--- config.mk ---
export PLATFORM = sky130hd
export DESIGN_NAME = line_bank_mcu
export DESIGN_NICKNAME = d
export VERILOG_FILES = /design/src/rtl/line_bank_mcu.sv
export SDC_FILE = /design/constraint.sdc
export NUM_CORES = 1
export LEC_CHECK = 0
export BUFFER_PORTS_ARGS = -buffer_cell sky130_fd_sc_hd__buf_4
export CORE_MARGIN = 10
export CORE_UTILIZATION = 46
export DETAILED_ROUTE_END_ITERATION = 10
export PLACE_DENSITY_LB_ADDON = 0.08
export SLEW_MARGIN = 5
export SYNTH_ARGS = -nofsm -noshare
export SYNTH_HDL_FRONTEND = slang
export SYNTH_SLANG_ARGS = --single-unit
--- constraint.sdc ---
create_clock -name i_CLK -period 2.8 [get_ports i_CLK]
set_clock_uncertainty 0.05 [all_clocks]
set_input_delay 0.28 -clock i_CLK [delete_from_list [all_inputs] [get_ports i_CLK]]
set_output_delay 0.28 -clock i_CLK [all_outputs]
set_load 0.01 [all_outputs]
--- src/rtl/line_bank_mcu.sv ---
// line_bank_mcu -- memory control unit between the GPIO control block, the
// address FSM, the convolver array and NB = N_CONV+K_LEN-1 line-bank memories.
//
// Load phase (i_load=1): pixels stream into rotating line banks, one image row
// per bank. Run phase (i_load=0): K_LEN-tall pixel windows are assembled for
// each convolver from the banks, results are written back in place, and the
// bank base rotates by N_CONV on each block change.
//
// Ports:
//   i_CLK, i_reset            clock, synchronous active-high reset
//   i_load                    1 = load phase, 0 = run phase
//   i_pix_valid, i_pix        pixel strobe / pixel (load phase only)
//   i_imgLength               pixels per row
//   i_rd_valid, i_raddr       window read request / column (run phase only)
//   i_res_valid, i_waddr, i_res  result strobe / column / lanes (run phase only)
//   i_chblk                   block change, advances the base bank
//   i_rdata                   bank read data, one cycle after o_raddr
//   o_we, o_waddr, o_wdata    registered bank write port
//   o_raddr                   bank read address (pass-through of i_raddr)
//   o_win, o_win_valid        assembled window, single-cycle valid pulse
//   o_base, o_rows, o_ovf     base bank, unconsumed rows, sticky overflow
module line_bank_mcu #(
    parameter int N_CONV      = 2,
    parameter int K_LEN       = 3,
    parameter int BITS_IMAGEN = 8,
    parameter int BITS_DATA   = 13,
    parameter int NB_ADDRESS  = 10,
    localparam int NB = N_CONV + K_LEN - 1,
    localparam int BW = $clog2(NB),
    localparam int RW = $clog2(NB + 1)
) (
    input  logic                                  i_CLK,
    input  logic                                  i_reset,
    input  logic                                  i_load,
    input  logic                                  i_pix_valid,
    input  logic [BITS_IMAGEN-1:0]                i_pix,
    input  logic [NB_ADDRESS-1:0]                 i_imgLength,
    input  logic                                  i_rd_valid,
    input  logic [NB_ADDRESS-1:0]                 i_raddr,
    input  logic                                  i_res_valid,
    input  logic [NB_ADDRESS-1:0]                 i_waddr,
    input  logic [N_CONV*BITS_DATA-1:0]           i_res,
    input  logic                                  i_chblk,
    input  logic [NB*BITS_DATA-1:0]               i_rdata,
    output logic [NB-1:0]                         o_we,
    output logic [NB_ADDRESS-1:0]                 o_waddr,
    output logic [NB*BITS_DATA-1:0]               o_wdata,
    output logic [NB_ADDRESS-1:0]                 o_raddr,
    output logic [N_CONV*K_LEN*BITS_IMAGEN-1:0]   o_win,
    output logic                                  o_win_valid,
    output logic [BW-1:0]                         o_base,
    output logic [RW-1:0]                         o_rows,
    output logic                                  o_ovf
);

    localparam int BD = BITS_DATA;
    localparam int BI = BITS_IMAGEN;
    localparam int NW = N_CONV * K_LEN * BI;
    localparam logic [BW:0]   NB_EXT     = (BW+1)'(NB);
    localparam logic [BW:0]   NCONV_EXT  = (BW+1)'(N_CONV);
    localparam logic [BW-1:0] LAST_BANK  = BW'(NB - 1);
    localparam logic [RW-1:0] NB_ROWS    = RW'(NB);
    localparam logic [RW-1:0] NCONV_ROWS = RW'(N_CONV);

    // (b + off) mod NB; off never exceeds NB-1 here, so one wrap suffices.
    function automatic logic [BW-1:0] bank_add(input logic [BW-1:0] b, input logic [BW:0] off);
        logic [BW:0] sum;
        sum = {1'b0, b} + off;
        if (sum >= NB_EXT) begin
            bank_add = BW'(sum - NB_EXT);
        end else begin
            bank_add = sum[BW-1:0];
        end
    endfunction

    logic [NB_ADDRESS-1:0] lcol_r;
    logic [BW-1:0]         lbank_r;
    logic [BW-1:0]         base_r;
    logic [RW-1:0]         rows_r;
    logic                  ovf_r;
    logic [NB-1:0]         we_r;
    logic [NB_ADDRESS-1:0] waddr_r;
    logic [NB*BD-1:0]      wdata_r;
    logic                  rd_pend_r;
    logic [BW-1:0]         rbase_r;
    logic [NW-1:0]         win_r;
    logic                  win_valid_r;

    logic                  pix_acc_s;
    logic                  res_acc_s;
    logic                  rd_acc_s;
    logic                  full_s;
    logic                  pix_write_s;
    logic                  row_done_s;
    logic [RW-1:0]         rows_inc_s;
    logic [RW-1:0]         rows_next_s;
    logic [NB*BD-1:0]      pix_wdata_s;
    logic [NB-1:0]         res_we_s;
    logic [NB*BD-1:0]      res_wdata_s;
    logic                  hit_s;
    logic [BD-1:0]         rbank_s [NB];
    logic [NW-1:0]         win_s;
    logic                  rdata_unused_s;

    assign pix_acc_s   = i_load & i_pix_valid;
    assign res_acc_s   = ~i_load & i_res_valid;
    assign rd_acc_s    = ~i_load & i_rd_valid;
    assign full_s      = (rows_r == NB_ROWS);
    assign pix_write_s = pix_acc_s & ~full_s;
    assign row_done_s  = pix_write_s & (lcol_r == (i_imgLength - NB_ADDRESS'(1)));
    // Cannot overflow: a row only completes while rows_r < NB.
    assign rows_inc_s  = rows_r + RW'(row_done_s);

    // Row count after a block change consumes N_CONV rows, saturating at zero.
    always_comb begin
        rows_next_s = rows_inc_s;
        if (i_chblk) begin
            if (rows_inc_s > NCONV_ROWS) begin
                rows_next_s = rows_inc_s - NCONV_ROWS;
            end else begin
                rows_next_s = '0;
            end
        end else begin
            rows_next_s = rows_inc_s;
        end
    end

    // Pixel write data: the zero-extended pixel on every bank lane.
    always_comb begin
        pix_wdata_s = '0;
        for (int b = 0; b < NB; b++) begin
            pix_wdata_s[b*BD +: BD] = BD'(i_pix);
        end
    end

    // Result routing: convolver lane c lands in bank (base+c) mod NB.
    always_comb begin
        res_we_s    = '0;
        res_wdata_s = '0;
        hit_s       = 1'b0;
        for (int c = 0; c < N_CONV; c++) begin
            for (int b = 0; b < NB; b++) begin
                hit_s = (bank_add(base_r, (BW+1)'(c)) == BW'(b));
                res_we_s[b] = res_we_s[b] | hit_s;
                res_wdata_s[b*BD +: BD] = hit_s ? i_res[c*BD +: BD] : res_wdata_s[b*BD +: BD];
            end
        end
    end

    // Window assembly from returning bank data using the base captured at request.
    always_comb begin
        win_s = '0;
        for (int b = 0; b < NB; b++) begin
            rbank_s[b] = i_rdata[b*BD +: BD];
        end
        for (int c = 0; c < N_CONV; c++) begin
            for (int k = 0; k < K_LEN; k++) begin
                win_s[(c*K_LEN + k)*BI +: BI] = rbank_s[bank_add(rbase_r, (BW+1)'(c + k))][BI-1:0];
            end
        end
    end

    // Bank words wider than a pixel only carry results; their upper bits never reach the window.
    assign rdata_unused_s = ^i_rdata;

    // Load counters, base rotation, row count and sticky overflow.
    always_ff @(posedge i_CLK) begin
        if (i_reset) begin
            lcol_r  <= '0;
            lbank_r <= '0;
            base_r  <= '0;
            rows_r  <= '0;
            ovf_r   <= 1'b0;
        end else begin
            if (pix_write_s) begin
                if (row_done_s) begin
                    lcol_r  <= '0;
                    lbank_r <= (lbank_r == LAST_BANK) ? '0 : lbank_r + BW'(1);
                end else begin
                    lcol_r  <= lcol_r + NB_ADDRESS'(1);
                end
            end
            if (pix_acc_s && full_s) begin
                ovf_r <= 1'b1;
            end
            if (i_chblk) begin
                base_r <= bank_add(base_r, NCONV_EXT);
            end
            rows_r <= rows_next_s;
        end
    end

    // Registered write port; pixel and result writes are exclusive by phase.
    always_ff @(posedge i_CLK) begin
        if (i_reset) begin
            we_r    <= '0;
            waddr_r <= '0;
            wdata_r <= '0;
        end else if (pix_write_s) begin
            we_r    <= NB'(1'b1) << lbank_r;
            waddr_r <= lcol_r;
            wdata_r <= pix_wdata_s;
        end else if (res_acc_s) begin
            we_r    <= res_we_s;
            waddr_r <= i_waddr;
            wdata_r <= res_wdata_s;
        end else begin
            we_r    <= '0;
        end
    end

    // Two-stage read pipeline: request/base capture, then window register.
    always_ff @(posedge i_CLK) begin
        if (i_reset) begin
            rd_pend_r   <= 1'b0;
            rbase_r     <= '0;
            win_r       <= '0;
            win_valid_r <= 1'b0;
        end else begin
            rd_pend_r   <= rd_acc_s;
            if (rd_acc_s) begin
                rbase_r <= base_r;
            end
            win_valid_r <= rd_pend_r;
            if (rd_pend_r) begin
                win_r <= win_s;
            end
        end
    end

    assign o_we        = we_r;
    assign o_waddr     = waddr_r;
    assign o_wdata     = wdata_r;
    assign o_raddr     = i_raddr;
    assign o_win       = win_r;
    assign o_win_valid = win_valid_r;
    assign o_base      = base_r;
    assign o_rows      = rows_r;
    assign o_ovf       = ovf_r;

endmodule
==> Word-level counts from Yosys, hierarchy flattened <==
Cells that the tools add are included.
{ "op_classes": {"add_sub_neg": 17, "n_lt_le_gt_ge": 12, "eq_ne": 9, "shift": 1, "n_mux": 37, "bitwise": 15, "reduce_logical": 6} }
{ "op_table": {"columns": ["cell", "n"], "rows": [
  ["13-bit binary-select mux with 2-bit select", 4],
  ["13-bit two-way mux", 8],
  ["47-bit two-way mux", 2],
  ["8-bit two-way mux", 8],
  ["10-bit two-way mux", 3],
  ["3-bit >= comparator (second input constant)", 9],
  ["2-bit two-way mux", 8],
  ["2-bit by 1-bit subtractor with 2-bit output (second input constant)", 7],
  ["2-bit NOT with 3-bit output", 4],
  ["10-bit by 1-bit adder with 10-bit output (second input constant)", 1],
  ["10-bit == test", 1],
  ["2-bit == test (second input constant)", 5],
  ["10-bit by 1-bit subtractor with 10-bit output (second input constant)", 1],
  ["2-bit by 2-bit adder with 3-bit output (second input constant)", 3],
  ["4-bit two-way mux", 2],
  ["2-bit by 1-bit adder with 3-bit output (second input constant)", 2],
  ["2-bit by 3-bit >= comparator with 1-bit output (second input constant)", 2],
  ["3-bit two-way mux", 2],
  ["1-bit bitwise AND", 5],
  ["2-bit by 1-bit == test with 1-bit output (second input constant)", 2],
  ["2-bit logical NOT", 2],
  ["1-bit bitwise OR", 4],
  ["1-bit by 2-bit left shift with 4-bit output (first input constant)", 1],
  ["3-bit by 1-bit adder with 3-bit output", 1],
  ["other kinds (9)", 10]
]} }
{ "totals": {"regBits": 136} }

==> Longest topological paths before layout <==
{ "logic_depth": {"depth_word": 8, "mapped_depth": 12, "mapped_depth_nobuf": 12} }

==> Worst setup path after synthesis <==
OpenSTA, ideal clock, no wires.
{ "synth_path": {"kind": "input port to flip-flop", "from": "in i_imgLength[0]", "to": "reg rows_r[1] (netlist: o_rows[1])", "arrival_time_ns": 2.314, "required_time_ns": 2.622, "slack_ns": 0.308, "path_stages": 12, "n_path_buf": 0, "cell_sequence": "inv_1 -> ha_1 -> nor4b_2 -> xnor2_1 -> or4_1 -> a21o_1 -> nor3_1 -> ha_1 -> ha_1 -> nor2b_1 -> a21oi_1 -> nor2_1"} }
{ "synth_between": {"elab_chain_len": 7} }
{ "synth_lines": {"columns": ["element", "line", "rtl"], "rows": [
  ["from (decl)", "37", "input logic [NB_ADDRESS-1:0] i_imgLength,"],
  ["10-bit by 1-bit subtractor with 10-bit output *", "110", "assign row_done_s = pix_write_s & (lcol_r == (i_imgLength - NB_ADDRESS'(1)));"],
  ["10-bit == test *", "110", null],
  ["1-bit bitwise AND *", "110", null],
  ["3-bit by 1-bit adder with 3-bit output *", "112", "assign rows_inc_s = rows_r + RW'(row_done_s);"],
  ["3-bit by 2-bit subtractor with 3-bit output or 3-bit by 2-bit greater-than comparator with 1-bit output (tied branches)", "119, 118", null],
  ["3-bit two-way mux", "118", "if (rows_inc_s > NCONV_ROWS) begin"],
  ["3-bit two-way mux *", "117", "if (i_chblk) begin"],
  ["to (signal assigned)", "189", "rows_r <= rows_next_s;"],
  ["to (decl)", "79", "logic [RW-1:0] rows_r;"]
]} }
Every way passes the cells marked *; elsewhere a longest branch is shown, timed or not.
A chain may end at the register's enable or synchronous reset.

==> Worst setup path in the final report <==
{ "layout_path": {"from": "reg lcol_r[5]", "to": "reg rows_r[1] (netlist: o_rows[1])"} }
{ "layout_between": {"elab_chain_len": 6} }
{ "layout_lines": {"columns": ["element", "line", "rtl"], "rows": [
  ["from (decl)", "76", "logic [NB_ADDRESS-1:0] lcol_r;"],
  ["from (signal assigned)", "180", "lcol_r <= lcol_r + NB_ADDRESS'(1);"],
  ["10-bit == test *", "110", null],
  ["1-bit bitwise AND *", "110", null],
  ["3-bit by 1-bit adder with 3-bit output *", "112", null],
  ["3-bit by 2-bit subtractor with 3-bit output or 3-bit by 2-bit greater-than comparator with 1-bit output (tied branches)", "119, 118", null],
  ["3-bit two-way mux", "118", null],
  ["3-bit two-way mux *", "117", null]
]} }
Marked as above.

==> flow_metrics.env <==
export IMPL_status="finished, final reports clean"
export IMPL_die_area_mm2=0.0158
export IMPL_grt_first_pass_wirelength_um=26500
export IMPL_dr_first_iter_drc_count=390
export IMPL_max_slew_margin_rel_pct=35.4
export IMPL_synth_seq_cells=118
export IMPL_synth_cell_types=38
export IMPL_crit_start="lcol_r[5]$_SDFFE_PP0P_"
export IMPL_layout_commonest_cell="buf_4"
export IMPL_cts_htree_levels=4
export IMPL_diodes=0
export IMPL_hold_violations=0
export IMPL_crit_type="register to register"
export IMPL_synth_async_reset_ratio_pct=0
export IMPL_dp_cells=851
export IMPL_track_usage_pct=20.3
export IMPL_initial_utilization_pct=47.1
export IMPL_p_leak_nw=3.26
export IMPL_synthesis_nets=690
export IMPL_endpoint_kind="register"
export IMPL_port_buffers=212
export IMPL_syn_inst=559
export IMPL_area_delta_synth_final_pct=50.6
export IMPL_period_minus_slack_ns=2.55
export IMPL_clock_fmax_ghz=0.392
export IMPL_cp_start_kind="register"
export IMPL_dp_slack_ns=-0.0833
export IMPL_drt_total_wl_um=16900
export IMPL_min_path_type="input port to register"
export IMPL_final_cell_mix="buf_4 (224), dfxtp_1 (116), nor2_1 (108)"
export IMPL_ys_warn_count=0
export IMPL_grt_overflow=0
export IMPL_yosysSeqAreaShare_pct=46.0
export IMPL_path_max_fanout=4
export IMPL_cts_sinks=118
export IMPL_power_mw=4.59
export IMPL_nNetsFinal=912
export IMPL_cap_violations=0
export IMPL_clkLatencyLatePin_ns=0.51
export IMPL_numCtsBuffers=17
export IMPL_synth_top_area_share_pct=46.0
export IMPL_fp_coreArea_mm2=0.0109
export IMPL_finalMaxSlewViolations=0
export IMPL_hold_depth=3
export IMPL_p_per_area_mw_per_mm2=594
export IMPL_timing_rr_start="lcol_r[5]$_SDFFE_PP0P_"
export IMPL_via_per_inst=5.39
export IMPL_grt_pass1_vias=5239
export IMPL_io_pins=254
export IMPL_syn_area_mm2=0.00513
export IMPL_cts_root_buf="clkbuf_8"
export IMPL_instances_no_fill=932
export IMPL_crit_arrival_ns=2.89
export IMPL_ir_drop_mv=0.330
export IMPL_setup_ws_ns=0.246
export IMPL_synth_edf_count=0
export IMPL_wire_per_inst_um=18.2
export IMPL_drive_above_1_share_pct=33.3
export IMPL_reg2reg_depth=10
export IMPL_rsz0062_at_grt="no"
export IMPL_place_area_mm2=0.00663
export IMPL_avgSynthCellArea_um2=9.18
export IMPL_dp_hpwl_um=11900
export IMPL_critPathRequiredTime_ns=3.13
export IMPL_holdCritStartpoint="i_waddr[0]"
export IMPL_antenna_found_initial=0
export IMPL_setup_violations=0
export IMPL_synth_top_area_cell="dfxtp_1"
export IMPL_vias=5025
export IMPL_fin_area_mm2=0.00773
export IMPL_clockBufferDepth=2
export IMPL_ys_flop_type="dfxtp_1"
export IMPL_worst_slew_pin_slew_ns=0.968
export IMPL_ys_top_cells_by_area="dfxtp_1 (46%), nor2_1 (8.1%), mux2i_1 (6.4%), a222oi_1 (6.2%), a211oi_1 (4.7%)"
export IMPL_drt_pass1_iterations=6
export IMPL_cts_clk_slew_worst_paths_ns=0.05
export IMPL_drcViolationCount=0
export IMPL_tritoncts="built"
export IMPL_fin_crit_sh_pct=91.2
export IMPL_die_y_um=126
export IMPL_gp_congestion=0.862
export IMPL_antenna_left=0
export IMPL_fp_dieW_um=126
export IMPL_rows=38
export IMPL_postCtsSetupRepairBufs=0
export IMPL_grt_max_degree=42
registers in the layout, summed over array words and instances, names as in the netlist, 2 cells and up:
name / flops
lbank_r: 2
o_we: 4
o_wdata: 52
lcol_r: 10
o_waddr: 10
o_win: 32
o_rows: 3
worst paths after layout:
check                                 end  slack, ns
hold reg to reg   o_waddr[0]$_SDFFE_PP0P_       0.40
hold / removal    o_waddr[0]$_SDFFE_PP0P_      0.005
setup / recovery     o_rows[1]$_SDFF_PP0_       0.25
setup reg to reg     o_rows[1]$_SDFF_PP0_       0.25
logic make-up (layout without fill, tap and decap cells):
| logic type | count (synthesis) | in the layout | synth area share, % |
|---|---|---|---|
| and+or+nand+nor | 178 | 178 | 15.4 |
| AOI/OAI and AO/OA | 117 | 117 | 18.0 |
| other | 1 | 1 | 0.0731 |
| buffers and inverters | 79 | 312 | 7.87 |
| DFF | 118 | 118 | 46.0 |
| xor gates and xnor gates | 25 | 25 | 4.27 |
| adders and majority gates | 8 | 8 | 1.95 |
| muxes | 33 | 33 | 6.44 |
repair_timing:
item,CTS,global route
hold buffers,51,0
resized for setup,0,3
hold endpoints to repair,62,0
setup endpoints to repair,0,3
metrics by stage:
step / hold WS (ns) / utilization [%] / TNS, ns
final: 0.00499 / 71.0 / 0
after global routing: 0.0174 / 71.0 / 0
after CTS: 0.000651 / 70.8 / 0
after detailed placement: 0.397 / 60.9 / -0.198
after global placement: 0.394 / 60.9 / 0
after floorplan: 0.367 / - / 0
per-layer routing:
layer / GRT usage [%] / wire, um / part of all wire, %
met5: 0 / 0 / 0
met4: 8.47 / 408 / 2.4
met3: 9.23 / 1600 / 9.5
met2: 33.5 / 8210 / 48
met1: 22.2 / 6730 / 40
critical path, stage by stage (launching register included):
cell     delay, ns
dfxtp_1       0.41
inv_1         0.08
and3_1        0.16
or4_1         0.49
a21o_1        0.27
nor3_2        0.22
ha_1          0.18
ha_1          0.24
nor2b_1       0.14
a21oi_1       0.13
nor2_1        0.05
area by class of cell:
cell class / instances / area, um2
fillers: 851 / 3160
clock buffers: 21 / 449
repair buffers: 275 / 2190
clock inverters: 9 / 128
flip-flops and latches: 118 / 2360
well taps: 140 / 175
inverters: 7 / 26.3
multi-input cells: 362 / 2390
synthesized netlist by cell type (2+ instances only):
library cell  number
nor2b_1            4
mux2i_1           33
buf_2              2
nor3b_1            2
a211oi_1          32
nand3b_1           2
nand2_1           23
buf_4             28
nand4_1            3
a311oi_1           7
a222oi_1          32
buf_1              6
inv_1              7
nor3_1            14
nand3_1            6
dfxtp_1          118
xnor2_1           17
ha_1               8
o211ai_1           2
a22oi_1           23
a21o_1             3
nand2b_1           4
a21oi_1           15
nor2_1           111
xor2_1             8
a31oi_1            2
clkbuf_1          36
where the power goes:
group | switching (mW) | internal, mW | total [mW]
registers | 0.0632 | 1.76 | 1.82
logic | 0.306 | 0.351 | 0.657
clock network | 0.731 | 1.39 | 2.12
total | 1.10 | 3.49 | 4.59
Power figures use the tool's default switching activity.
